[config.mk]
export PLATFORM = sky130hd
export DESIGN_NAME = usb_rx_data_buffer_flat
export DESIGN_NICKNAME = d
export VERILOG_FILES = /design/src/rtl/usb_rx_data_buffer_if.sv /design/src/rtl/usb_rx_data_buffer.sv /design/src/flat_wrapper.sv
export SDC_FILE = /design/constraint.sdc
export NUM_CORES = 1
export LEC_CHECK = 0
export BUFFER_PORTS_ARGS = -buffer_cell sky130_fd_sc_hd__buf_2
export CORE_ASPECT_RATIO = 0.5
export CORE_UTILIZATION = 30
export CTS_CLUSTER_DIAMETER = 100
export DETAILED_ROUTE_END_ITERATION = 10
export PLACE_DENSITY = 0.53
export SETUP_SLACK_MARGIN = 0.05
export SYNTH_ARGS = -nofsm -noshare
export SYNTH_HDL_FRONTEND = slang
export SYNTH_SLANG_ARGS = --single-unit
[constraint.sdc]
create_clock -name clk -period 2.7 [get_ports clk]
set_input_delay 0.405 -clock clk [delete_from_list [all_inputs] [get_ports clk]]
set_output_delay 0.405 -clock clk [all_outputs]
set_load 0.01 [all_outputs]
[src/rtl/usb_rx_data_buffer_if.sv]
// rtl/usb_rx_data_buffer_if.sv - usb_rx side and committed-read side signals of the rx data buffer
interface usb_rx_data_buffer_if #(
    parameter int DEPTH = 64
);
    localparam int AW = $clog2(DEPTH);

    logic [2:0]  rx_packet;
    logic [7:0]  rx_packet_data;
    logic        store_rx_packet_data;
    logic        get_rx_data;
    logic        flush;
    logic [7:0]  rx_data;
    logic        rx_data_ready;
    logic [AW:0] buffer_occupancy;
    logic        rx_packet_done;
    logic        rx_error;

    modport master (
        output rx_packet, rx_packet_data, store_rx_packet_data, get_rx_data, flush,
        input  rx_data, rx_data_ready, buffer_occupancy, rx_packet_done, rx_error
    );

    modport slave (
        input  rx_packet, rx_packet_data, store_rx_packet_data, get_rx_data, flush,
        output rx_data, rx_data_ready, buffer_occupancy, rx_packet_done, rx_error
    );
endinterface

[src/rtl/usb_rx_data_buffer.sv]
// rtl/usb_rx_data_buffer.sv - packet-aware rx byte buffer with commit/rollback (option: USB_RX_CRC_STRIP_EN)
module usb_rx_data_buffer #(
    parameter int DEPTH = 64
) (
    input  logic                 clk,
    input  logic                 rst,
    usb_rx_data_buffer_if.slave  bus
);
    localparam int AW    = $clog2(DEPTH);
    localparam int PTR_W = AW + 1;

    typedef enum logic {
        S_IDLE,
        S_RECV
    } state_t;

    localparam logic [2:0] PKT_ERROR = 3'd4;
    localparam logic [2:0] PKT_DONE  = 3'd5;

    logic [7:0] mem [DEPTH];

    state_t           state_q, state_d;
    logic [PTR_W-1:0] wptr_q, wptr_d;
    logic [PTR_W-1:0] cptr_q, cptr_d;
    logic [PTR_W-1:0] rptr_q, rptr_d;
    logic [2:0]       prev_pkt_q, prev_pkt_d;
    logic             ovf_q, ovf_d;
    logic             done_q, done_d;
    logic             err_q, err_d;

    logic             full;
    logic             wr_en;
    logic             pop;
    logic             done_ev;
    logic             err_ev;
    logic             ovf_n;
    logic [PTR_W-1:0] wptr_n;
    logic [PTR_W-1:0] occ;

    always_comb begin
        full    = (wptr_q - rptr_q) == PTR_W'(DEPTH);
        occ     = cptr_q - rptr_q;
        done_ev = (bus.rx_packet == PKT_DONE)  && (prev_pkt_q != PKT_DONE);
        err_ev  = (bus.rx_packet == PKT_ERROR) && (prev_pkt_q != PKT_ERROR);
        wr_en   = bus.store_rx_packet_data && !full;
        pop     = bus.get_rx_data && (occ != '0);
        // wptr_n / ovf_n already include this cycle's strobe, so a same-cycle
        // byte is part of the commit (or the overflow decision).
        wptr_n  = wr_en ? wptr_q + 1'b1 : wptr_q;
        ovf_n   = ovf_q | (bus.store_rx_packet_data & full);

        state_d    = state_q;
        wptr_d     = wptr_n;
        cptr_d     = cptr_q;
        rptr_d     = pop ? rptr_q + 1'b1 : rptr_q;
        prev_pkt_d = bus.rx_packet;
        ovf_d      = ovf_n;
        done_d     = 1'b0;
        err_d      = 1'b0;

        case (state_q)
            S_IDLE: begin
                if (bus.store_rx_packet_data) begin
                    state_d = S_RECV;
                end
            end
            S_RECV: begin
                if (err_ev) begin
                    state_d = S_IDLE;
                    wptr_d  = cptr_q;
                    ovf_d   = 1'b0;
                    err_d   = 1'b1;
                end else if (done_ev) begin
                    state_d = S_IDLE;
                    ovf_d   = 1'b0;
`ifdef USB_RX_CRC_STRIP_EN
                    // Trailing CRC16 is dropped from the tentative region as well,
                    // so the next packet does not append behind stale CRC bytes.
                    if (ovf_n || ((wptr_n - cptr_q) < PTR_W'(2))) begin
                        wptr_d = cptr_q;
                        err_d  = 1'b1;
                    end else begin
                        cptr_d = wptr_n - PTR_W'(2);
                        wptr_d = wptr_n - PTR_W'(2);
                        done_d = 1'b1;
                    end
`else
                    if (ovf_n) begin
                        wptr_d = cptr_q;
                        err_d  = 1'b1;
                    end else begin
                        cptr_d = wptr_n;
                        done_d = 1'b1;
                    end
`endif
                end
            end
            default: state_d = S_IDLE;
        endcase

        if (bus.flush) begin
            state_d    = S_IDLE;
            wptr_d     = '0;
            cptr_d     = '0;
            rptr_d     = '0;
            prev_pkt_d = '0;
            ovf_d      = 1'b0;
            done_d     = 1'b0;
            err_d      = 1'b0;
        end
    end

    always_ff @(posedge clk) begin
        if (rst) begin
            state_q    <= S_IDLE;
            wptr_q     <= '0;
            cptr_q     <= '0;
            rptr_q     <= '0;
            prev_pkt_q <= '0;
            ovf_q      <= 1'b0;
            done_q     <= 1'b0;
            err_q      <= 1'b0;
        end else begin
            state_q    <= state_d;
            wptr_q     <= wptr_d;
            cptr_q     <= cptr_d;
            rptr_q     <= rptr_d;
            prev_pkt_q <= prev_pkt_d;
            ovf_q      <= ovf_d;
            done_q     <= done_d;
            err_q      <= err_d;
        end
    end

    always_ff @(posedge clk) begin
        if (!rst && !bus.flush && wr_en) begin
            mem[wptr_q[AW-1:0]] <= bus.rx_packet_data;
        end
    end

    assign bus.rx_data          = mem[rptr_q[AW-1:0]];
    assign bus.rx_data_ready    = (occ != '0);
    assign bus.buffer_occupancy = occ;
    assign bus.rx_packet_done   = done_q;
    assign bus.rx_error         = err_q;

endmodule

[src/flat_wrapper.sv]
// flat-port wrapper written by rule: the top's interface ports become plain ports
module usb_rx_data_buffer_flat 
#(
    parameter int DEPTH = 64
)
  (clk, rst, bus_rx_packet, bus_rx_packet_data, bus_store_rx_packet_data, bus_get_rx_data, bus_flush, bus_rx_data, bus_rx_data_ready, bus_buffer_occupancy, bus_rx_packet_done, bus_rx_error);
  usb_rx_data_buffer_if #(.DEPTH(DEPTH)) bus_i ();
  input  logic clk;
  input  logic rst;
  input wire logic [$bits(bus_i.rx_packet)-1:0] bus_rx_packet;
  input wire logic [$bits(bus_i.rx_packet_data)-1:0] bus_rx_packet_data;
  input wire logic [$bits(bus_i.store_rx_packet_data)-1:0] bus_store_rx_packet_data;
  input wire logic [$bits(bus_i.get_rx_data)-1:0] bus_get_rx_data;
  input wire logic [$bits(bus_i.flush)-1:0] bus_flush;
  output wire logic [$bits(bus_i.rx_data)-1:0] bus_rx_data;
  output wire logic [$bits(bus_i.rx_data_ready)-1:0] bus_rx_data_ready;
  output wire logic [$bits(bus_i.buffer_occupancy)-1:0] bus_buffer_occupancy;
  output wire logic [$bits(bus_i.rx_packet_done)-1:0] bus_rx_packet_done;
  output wire logic [$bits(bus_i.rx_error)-1:0] bus_rx_error;
  assign bus_i.rx_packet = bus_rx_packet;
  assign bus_i.rx_packet_data = bus_rx_packet_data;
  assign bus_i.store_rx_packet_data = bus_store_rx_packet_data;
  assign bus_i.get_rx_data = bus_get_rx_data;
  assign bus_i.flush = bus_flush;
  assign bus_rx_data = bus_i.rx_data;
  assign bus_rx_data_ready = bus_i.rx_data_ready;
  assign bus_buffer_occupancy = bus_i.buffer_occupancy;
  assign bus_rx_packet_done = bus_i.rx_packet_done;
  assign bus_rx_error = bus_i.rx_error;
  usb_rx_data_buffer #(.DEPTH(DEPTH)) u_core (.clk(clk), .rst(rst), .bus(bus_i));
endmodule
-- After elaboration in Yosys (flattened, before gate mapping)
Memory sizes are Yosys's and may differ from the RTL's. A register that Yosys moved wholly into a read port is not among the register bits.
Cells that the tools add are included.
- flip-flop bits (word level): 28
- output and inout port bits: 18
- logic and storage cells: 57
- bits in writable memories: 512
- memories: 1
- input port bits: 16
- memory list (name ; words ; bits a word ; read ports ; clocked after Yosys merged registers in ; write ports ; RTL line ; source):
    u_core.mem ; 64 ; 8 ; 1 ; 1 ; 1 ; usb_rx_data_buffer.sv:20 ; logic [7:0] mem [DEPTH];
- reduce and logical (&&, ||, !) cells: 14
- mux-type cells: 20
- equality and inequality tests: 5
- $add $sub $neg: 4
- bitwise operators: 5
- operator list (kind ; count):
    7-bit 2-to-1 mux ; 5
    7-bit by 1-bit adder with 7-bit output, second input constant ; 2
    7-bit subtractor ; 2
    1-bit 2-to-1 mux ; 12
    6-bit 2-to-1 mux ; 2
    7-bit == test, second input constant ; 1
    7-bit nonzero test ; 1
    3-bit == test, second input constant ; 2
    1-bit logical AND ; 6
    3-bit inequality test, second input constant ; 2
    5-bit OR reduction ; 1
    1-bit logical NOT ; 3
    1-bit NOT ; 3
    3-bit AND reduction ; 1
    3-bit OR reduction ; 1
    1-bit case mux with 2 select lines ; 1
    2-bit OR reduction ; 1
    1-bit AND ; 1
    1-bit OR ; 1

-- Logic depth before layout (Yosys ltp)
- word-level depth: 9
- mapped depth: 12
- depth with buffers taken out: 11

-- Worst setup path before layout
Ideal clock, no wire load.
- kind: reg-to-output
- start point: register (tool-made name)
- end point: output bus_rx_data[2]
- setup slack: -0.281 ns
- data required time: 2.295 ns
- data arrival time: 2.576 ns
- buffers on the path: 2
- stages on the path, launching flop included: 8
- path through: dfxtp_1 > clkbuf_1 > buf_1 > mux4_2 > mux4_2 > mux2_2 > nand2_1 > o21ai_0
- RTL lines (element ; RTL line ; source):
    end: declaration ; flat_wrapper.sv:15 ; output wire logic [$bits(bus_i.rx_data)-1:0] bus_rx_data;

==> results.yml <==
outcome:
  status: "finished with violations"
  violations: "negative setup slack"
placement:
  placed_cells: 2159
  placed_area_sq_um: 25200
  place_hpwl_microns: 35800
  port-buffer-count: 33
  place_ws_ns: -0.510
  place.gp.congestion: 0.766
global_route:
  grt_max_degree: 65
  grt-ovfl-total: 0
  grt_first_pass_wirelength_microns: 78700
  antenna_found_initial: 1
  first_global_vias: 11700
  track_usage: 0.147
min_path:
  hold_end: "u_core.prev_pkt_q[0]$_SDFF_PP0_"
  hp-start: "bus_rx_packet[0]"
  hold_depth: 2
  hold_path_class: "primary input to flop"
sta:
  final_hold_viol_count: 0
  slew-limit-headroom: 0.477
  tightest_slew_ns: 0.785
  tns_ns: -31.21
  fmax_mhz: 285
  finClkSkew_ns: 0.0309
  maxSlewViolCount: 0
  period_share: 1.30
  fin_crit_ns: 3.51
  setup_ws_ns: -0.810
  setup_viol: 337
  rsz0062_at_grt: "yes"
die:
  die_area_sq_um: 73500
  start_util: 0.305
  coreArea_sq_um: 71300
  die_w_microns: 382
  boundaryPins: 34
  num_rows: 69
  die_h_microns: 192
synthesis:
  synth_seq_area_share: 0.739
  syn-num-nets: 1089
  synth_edf_count: 512
  synth_area_per_cell_sq_um: 20.5
  synthDistinctLibCells: 55
  synthCells: 1058
  yosysWarnings: 0
  synthFlopType: "edfxtp_1"
  synthesis.area_sq_um: 21700
  ys_ff_latch: 546
  ys_async_sr_fraction: 0
critical_path:
  cp.arrival_ns: 3.10
  crit_path_end_kind: "output pin"
  required_ns: 2.30
  timing.rr.start: "u_core.cptr_q[0]$_SDFFE_PP0P_"
  crit_fanout: 8
  crit_type: "flop to output pin"
  path_cells: "buf_12 > buf_12 > buf_12 > mux4_2 > mux4_2 > mux4_2 > buf_6"
  reg2reg_slack_ns: -0.24
  max_stage_delay_ns: 0.55
  start_kind: "flop"
  ff2ff_path_depth: 13
  slowest_stage: "mux4_2"
layout:
  fin_cells: 2303
  layout_commonest_cell: "edfxtp_1"
  drive_gt1_frac: 0.467
  area_growth_pct: 28.8
  nets: 1338
  diodes: 0
  final_area_sq_um: 28000
  final_cell_mix: "512 x edfxtp_1, 164 x mux4_2, 123 x buf_4"
detailed_routing:
  wl_per_cell_microns: 23.4
  drt_iter0_drc: 830
  drc_errors: 0
  vias: 11200
  ant_nets: 0
  drt_wl_total_microns: 54000
  drtPass1Iterations: 5
  via_per_inst: 4.88
cts:
  clock_latency_ns: 0.60
  cts_tree: "done"
  clock_sinks: 546
  clk_pin_slew_worst_paths_ns: 0.06
  htreeDepth: 2
  root_buffer: "clkbuf_16"
  numCtsBuffers: 53
  cts_buffer_depth: 3
job:
  cap_violations: 0
pwr:
  ir_drop_mv: 0.441
  power_leakage_uw: 0.00871
  power_density_nw_per_um2: 651
-- area by class of cell --
cell class                      instances  area [sq um]
Clock buffer                           64          1370
Clock inverter                         29           250
Fill cell                            6373         43300
Inverter                               16          62.6
Multi-Input combinational cell        443          6300
Sequential cell                       546         16100
Tap cell                              958          1200
Timing Repair Buffer                  247          2720
-- cell usage after synthesis (11+ instances only) --
cell type | instances | area share
nor3_1 | 11 | 0.0025
buf_1 | 12 | 0.0021
nor2_1 | 87 | 0.015
inv_1 | 16 | 0.0028
edfxtp_1 | 512 | 0.71
mux4_2 | 164 | 0.17
a21oi_1 | 16 | 0.0037
clkbuf_1 | 29 | 0.0050
o21ai_0 | 17 | 0.0039
ha_1 | 14 | 0.0081
nand2_1 | 21 | 0.0036
dfxtp_1 | 34 | 0.031
buf_2 | 12 | 0.0028
-- stage by stage --
step            util  hold slack [ns]  total power [uW]
6_report       0.392           0.0585             18200
5_1_grt        0.392           0.0426             18800
4_1_cts        0.385           0.0186             18200
3_5_place_dp   0.353            0.468             11000
3_3_place_gp   0.353            0.471             11000
2_1_floorplan      -            0.449             10300
-- worst max-delay path: cells and delay by family (launching register included) --
family / cells / cell delay [ns]
buffers and inverters: 4 / 0.52
DFF: 1 / 0.38
muxes: 3 / 1.60
-- timing repair --
item / CTS / global route
resized for setup: 69 / 50
endpoints found under the setup margin: 542 / 547
hold endpoints to repair: 2 / 0
setup buffers: 30 / 18
gates cloned: 0 / 4
hold buffers: 2 / 0
pin swaps: 38 / 26
-- per-layer routing --
| layer | part of all wire | global-route usage |
|---|---|---|
| met2 | 0.47 | 0.235 |
| met1 | 0.46 | 0.208 |
| met3 | 0.048 | 0.0225 |
| met5 | 0.00020 | 0 |
| met4 | 0.022 | 0.0386 |
-- state kept, by name, indices dropped and copies added, names as in the netlist, named ones only --
signal	count
u_core.wptr_q	7
u_core.bus.rx_packet_done	1
u_core.ovf_q	1
u_core.prev_pkt_q	3
u_core.state_q	1
u_core.rptr_q	7
u_core.bus.rx_error	1
u_core.cptr_q	7
u_core.mem	512
-- power breakdown --
| group | switching (uW) | leakage, uW | internal (uW) |
|---|---|---|---|
| Sequential | 16.0 | 0.00488 | 9260 |
| Clock | 3100 | 0.000799 | 3970 |
| Combinational | 851 | 0.00303 | 1010 |
-- logic make-up after synthesis --
| logic type | after synthesis | synth area share |
|---|---|---|
| xor+xnor | 9 | 0.00363 |
| simple gates | 178 | 0.0401 |
| fa+ha+maj | 15 | 0.00899 |
| mux | 177 | 0.176 |
| compound gates | 64 | 0.0190 |
| buf+inv | 69 | 0.0126 |
| flops | 546 | 0.739 |
-- worst max-delay path by stage --
stage	cells past startpoint	to	startpoint	slack [ns]
2_1_floorplan	11	u_core.mem[46][0]$_DFFE_PP_	u_core.rptr_q[1]$_SDFFE_PP0N_	0.02
3_3_place_gp	9	u_core.mem[39][3]$_DFFE_PP_	u_core.rptr_q[5]$_SDFFE_PP0N_	-0.35
3_5_place_dp	9	u_core.mem[31][6]$_DFFE_PP_	u_core.rptr_q[4]$_SDFFE_PP0N_	-0.51
4_1_cts	6	bus_rx_data[1]	flop	-0.87
5_1_grt	7	bus_rx_data[1]	flop	-0.89
6_report	7	bus_rx_data[1]	flop	-0.81
Note: power is estimated with default switching activity, not from simulation.
